`config.mk`:
```
export PLATFORM = sky130hd
export DESIGN_NAME = prefix_adder_pipe
export DESIGN_NICKNAME = d
export VERILOG_FILES = /design/src/rtl/kgp_pkg.sv /design/src/rtl/prefix_cell.sv /design/src/rtl/prefix_adder_pipe.sv
export SDC_FILE = /design/constraint.sdc
export NUM_CORES = 1
export LEC_CHECK = 0
export ABC_AREA = 0
export BUFFER_PORTS_ARGS = -buffer_cell sky130_fd_sc_hd__buf_2
export CORE_ASPECT_RATIO = 1.1
export CORE_MARGIN = 8
export CORE_UTILIZATION = 61
export DETAILED_ROUTE_END_ITERATION = 8
export PLACE_DENSITY = 0.79
export SYNTH_ARGS = -nofsm -noshare
export SYNTH_HDL_FRONTEND = slang
export SYNTH_SLANG_ARGS = --single-unit
```
`constraint.sdc`:
```
create_clock -name clk -period 9.82 [get_ports clk]
set_input_delay 0 -clock clk [delete_from_list [all_inputs] [get_ports clk]]
set_output_delay 0 -clock clk [all_outputs]
set_load 0.01 [all_outputs]
```
`src/rtl/kgp_pkg.sv`:
```
// Kill/propagate/generate encodings and the prefix combine operator
// shared by the pipelined parallel-prefix adder.
package kgp_pkg;

   typedef logic [1:0] kgp_t;

   localparam kgp_t KGP_KILL = 2'b00;
   localparam kgp_t KGP_PROP = 2'b01;
   localparam kgp_t KGP_GEN  = 2'b11;

   // Upper group wins unless it merely propagates.
   function automatic kgp_t kgp_combine(
      input kgp_t upper,
      input kgp_t lower
   );
      return (upper == KGP_PROP) ? lower : upper;
   endfunction

   function automatic kgp_t kgp_encode(
      input logic a,
      input logic b
   );
      return {a & b, a | b};
   endfunction

endpackage

```
`src/rtl/prefix_cell.sv`:
```
// One Kogge-Stone node: merges an upper and a lower kgp group.
module prefix_cell
   import kgp_pkg::*;
(
   input  kgp_t upper_i,
   input  kgp_t lower_i,
   output kgp_t result_o
);

   assign result_o = kgp_combine(upper_i, lower_i);

endmodule

```
`src/rtl/prefix_adder_pipe.sv`:
```
// Pipelined Kogge-Stone adder/subtractor with valid/ready flow control
// and bubble-collapsing stages.
module prefix_adder_pipe
   import kgp_pkg::*;
#(
   parameter int WIDTH            = 32,
   parameter int LEVELS_PER_STAGE = 1
) (
   input  logic             clk,
   input  logic             rst_n,
   input  logic             in_valid,
   output logic             in_ready,
   input  logic [WIDTH-1:0] a,
   input  logic [WIDTH-1:0] b,
   input  logic             cin,
   input  logic             sub,
   output logic             out_valid,
   input  logic             out_ready,
   output logic [WIDTH-1:0] sum,
   output logic             cout,
   output logic             ovf
);

   localparam int L   = $clog2(WIDTH);
   localparam int LPS = LEVELS_PER_STAGE;
   localparam int S   = (L + LPS - 1) / LPS;

   if (WIDTH < 4 || WIDTH > 128 || (WIDTH & (WIDTH - 1)) != 0
       || LPS < 1 || LPS > L) begin : g_bad_param
      $error("prefix_adder_pipe: illegal WIDTH/LEVELS_PER_STAGE");
   end

   typedef kgp_t [WIDTH-1:0] vec_t;

   vec_t             code_d [S+1];
   vec_t             code_q [S+1];
   logic [WIDTH-1:0] p_d;
   logic [WIDTH-1:0] p_q    [S+1];
   kgp_t             ci_d;
   kgp_t             ci_q   [S+1];
   logic [S:0]       valid_q;
   logic [S:0]       load;
   logic             tail_full;
   logic [WIDTH-1:0] bx;
   logic [WIDTH-1:0] carry;
   logic             carry_in;

   assign bx   = b ^ {WIDTH{sub}};
   assign p_d  = a ^ bx;
   assign ci_d = (sub | cin) ? KGP_GEN : KGP_KILL;

   for (genvar i = 0; i < WIDTH; i++) begin : g_enc
      assign code_d[0][i] = kgp_encode(a[i], bx[i]);
   end

   for (genvar s = 1; s <= S; s++) begin : g_stage
      for (genvar k = 0; k < LPS; k++) begin : g_lvl
         localparam int J = (s - 1) * LPS + k + 1;
         localparam int D = 1 << (J - 1);
         vec_t cur;
         vec_t nxt;
         if (k == 0) begin : g_first
            assign cur = code_q[s-1];
         end else begin : g_chain
            assign cur = g_lvl[k-1].nxt;
         end
         if (J <= L) begin : g_on
            for (genvar i = 0; i < WIDTH; i++) begin : g_bit
               kgp_t lo;
               // Low positions merge straight into the carry-in element.
               if (i >= D) begin : g_far
                  assign lo = cur[i-D];
               end else begin : g_cin
                  assign lo = ci_q[s-1];
               end
               prefix_cell u_cell (
                  .upper_i  (cur[i]),
                  .lower_i  (lo),
                  .result_o (nxt[i])
               );
            end
         end else begin : g_pass
            assign nxt = cur;
         end
      end
      assign code_d[s] = g_lvl[LPS-1].nxt;
   end

   // A stage loads if it, or any stage after it, has room.
   always_comb begin
      load      = '0;
      tail_full = 1'b1;
      for (int s = 0; s <= S; s++) begin
         tail_full = 1'b1;
         for (int t = s; t <= S; t++) begin
            tail_full = tail_full & valid_q[t];
         end
         load[s] = out_ready | ~tail_full;
      end
   end

   assign in_ready = load[0];

   always_ff @(posedge clk or negedge rst_n) begin
      if (!rst_n) begin
         valid_q <= '0;
      end else begin
         if (load[0]) valid_q[0] <= in_valid;
         for (int s = 1; s <= S; s++) begin
            if (load[s]) valid_q[s] <= valid_q[s-1];
         end
      end
   end

   always_ff @(posedge clk) begin
      if (load[0] && in_valid) begin
         code_q[0] <= code_d[0];
         p_q[0]    <= p_d;
         ci_q[0]   <= ci_d;
      end
      for (int s = 1; s <= S; s++) begin
         if (load[s] && valid_q[s-1]) begin
            code_q[s] <= code_d[s];
            p_q[s]    <= p_q[s-1];
            ci_q[s]   <= ci_q[s-1];
         end
      end
   end

   always_comb begin
      carry = '0;
      for (int i = 0; i < WIDTH; i++) begin
         carry[i] = (code_q[S][i] == KGP_GEN);
      end
   end

   assign carry_in  = (ci_q[S] == KGP_GEN);
   assign out_valid = valid_q[S];

   always_comb begin
      sum  = '0;
      cout = 1'b0;
      ovf  = 1'b0;
      if (valid_q[S]) begin
         sum  = p_q[S] ^ {carry[WIDTH-2:0], carry_in};
         cout = carry[WIDTH-1];
         ovf  = carry[WIDTH-1] ^ carry[WIDTH-2];
      end
   end

endmodule

```
==> reports/results.txt <==
RD Place Congestion: 0.8027
CP endpoint kind: register
Post-route ant nets: 0
Crit share post-route: 0.3070
Register area share after synthesis: 0.7906
Worst path max stage delay: 0.82 ns
GRT Resource Usage Total: 0.1777
Clock Skew: 0.01590 ns
Hold Path Depth: 3
Number of gates resized after CTS: 0
CTS tree: built
Port bufs: 105
CP max FO: 80
Hold Crit Class: in -> reg
Syn_nets: 1,367
Die ar.: 42,930 um^2
# IOs: 106
Drt pass-1 iters: 5
Final Hold Fails: 0
Initial Utilization: 0.6180
Num CTS Buffers: 50
Met2 Usage GRT: 0.3151
Area contributors post-synth: edfxtp_1 78%, a21o_1 5.4%, o21a_1 5.4%, ha_1 3.6%, inv_1 1.6%
Leak: 10.03 nW
GR Overflow Total: 0
CTS sink cnt: 588
Fin area: 26,190 um^2
Netlist cell types: 23
Total negative slack: 0 ns
Grt peak-use layer: met2
CORE AREA: 36,080 um^2
DR vias/cell: 5.316
Unrepaired setup endpoints after global routing: no
Cell count of the worst reg-to-reg path: 4
Iteration-0 DRC count of the detailed router: 847
Clock Latency Late Sink: 0.55 ns
Setup bufs post-CTS: 0
GR Util met1: 0.2259
YS warnings: 0
Syn_area_per_cell: 18.08 um^2
Met3 GRT Util: 0.02790
Worst Path Arrival: 3.19 ns
Type of the worst setup path: reg -> reg
Peak Freq: 331.7 MHz
Slew Viols, Final: 0
R2R Path Start: valid_q[5]
Share of layout cells above drive strength 1: 0.1298
Ant diodes: 0
Vias in the first global route: 11.01k
Setup-failing EPs final: 0
Worst-path clk slew: 0.07 ns
Multi-input logic area: 4268 um^2
Nets: 1,618
Final core utilization: 0.7259
Synthesized area: 22,300 um^2
Die X: 198.3 um
Placed instance count: 1,818
# fillers: 2,043
Startpoint Class: register
Worst path cell trace: nand4b_2 > nor2_2 > a21boi_4 > buf_4
CTS H-tree depth: 2
FF/Latch Area: 17,630 um^2
Total number of vias: 10.70k
Initial antenna violation count: 0
Peak supply drop: 0.1609 mV
Status: completed
Max-Slew Margin vs Limit: 0.2452
Internal reg-to-reg setup slack: 6.81 ns
Min-Delay Endpoint: valid_q[0]
Syn Inst Count: 1,233
Area leader, netlist: edfxtp_1
Max_cap viols: 0
R2r endpoint: p_q[0][3]
Drt drc: 0
Final WL: 37,670 um
CTS max path bufs: 3
Post-route insts no fill: 2,013
Yosys reg bits: 588
First-pass GRT wire length: 59,200 um
Synth top area share: 0.7838
Worst endpoint required time: 9.99 ns
Power Dens Cells: 242.1 nW/um^2
Tot Pwr: 0.006340 W
Chip height: 216.5 um
HPWL Detailed: 24,330 um
Rows: 73
Area post-placement: 23,440 um^2
Tightest Pin Transition: 1.132 ns
Clk root buf: clkbuf_16
Avg WL per Cell: 18.71 um
Post-layout min period: 3.015 ns
Pin count of the biggest net entering global routing: 85
Crit path max-delay cell type: buf_4
Hold Startpoint: in_valid
Area growth, synth to finish: 17.46%
what timing repair did:
| action | CTS | global route |
|---|---|---|
| endpoints found under the hold margin | 124 | 0 |
| setup endpoints to repair | 0 | 0 |
| hold buffers | 101 | 0 |
power by group:
group	internal [W]	total (W)	switching [W]
registers	0.00335	0.00362	0.000266
logic	0.000309	0.000680	0.000372
clock network	0.00122	0.00204	0.000824
routing by layer:
metal	share of wire	vias to the layer above	wire, um
met5	0	-	0
met4	0.016	0	604
met3	0.061	49	2298
met2	0.53	324	19790
met1	0.40	5223	14970
li1	-	5105	-
cells in the final DEF (no fill, tap or decap), types with 10 or more instances in the layout:
master	Yosys	routed
buf_2	5	105
and2_1	37	33
xor2_1	34	34
o21a_1	160	160
edfxtp_1	582	582
xnor2_1	31	31
ha_1	64	64
clkbuf_16	0	53
inv_1	97	97
nand2_1	35	35
clkinv_2	0	12
clkinv_1	0	10
a21o_1	161	161
dlygate4sd3_1	0	101
synthesized netlist by cell type:
cell type,number
and3_2,1
nand3b_1,1
inv_1,97
or2_1,1
and2_1,37
a21boi_0,1
buf_4,3
clkbuf_1,5
xnor2_1,31
xor2_1,34
nand2b_1,2
nor2_2,1
nor2b_1,1
buf_2,5
o21a_1,160
ha_1,64
or2_2,2
a21o_1,161
nand2_1,35
edfxtp_1,582
nand4b_2,1
or2b_1,2
dfrtp_1,6
cell families after synthesis:
logic type | share of synthesized area
simple gates | 0.02026
buf+inv | 0.01930
compound gates | 0.1084
flops | 0.7906
xor+xnor | 0.02553
fa+ha+maj | 0.03591
area by class of cell:
| type | count | area share |
|---|---|---|
| Clock buffer | 61 | 0.05179 |
| Clock inverter | 33 | 0.01462 |
| Inverter | 97 | 0.01390 |
| Multi-Input combinational cell | 535 | 0.1630 |
| Sequential cell | 588 | 0.6731 |
| Tap cell | 487 | 0.02327 |
| Timing Repair Buffer | 212 | 0.06039 |
flip-flops by register name, summed over array words and instances (netlist names):
name	count
ci_q	6
code_q	384
p_q	192
valid_q	6
worst max-delay path by stage:
stage / startpoint / to / depth (start not counted)
6_report: valid_q[5] / p_q[0][3] / 4
5_1_grt: valid_q[5] / code_q[0][7] / 4
4_1_cts: valid_q[5] / code_q[0][5] / 4
3_5_place_dp: valid_q[5] / code_q[0][0] / 4
3_3_place_gp: valid_q[5] / p_q[0][0] / 4
2_1_floorplan: valid_q[5] / ci_q[0][0] / 3
worst max-delay path: cells and delay by family, from the launching register on:
kind / cells / cell delay, ns
AOI/OAI and AO/OA: 1 / 0.52
DFF: 1 / 0.73
buffers and inverters: 1 / 0.82
and+or+nand+nor: 2 / 0.45
metrics by stage:
| step | setup slack (ns) | hold WS [ns] |
|---|---|---|
| after floorplan | 1.390 | -0.2956 |
| after global placement | 6.834 | -0.1707 |
| after global routing | 6.453 | 0.2053 |
| final | 6.805 | 0.2125 |
| after detailed placement | 6.757 | -0.1660 |
| after CTS | 6.716 | 0.1896 |
No activity file was read; power rests on OpenSTA's default activity.
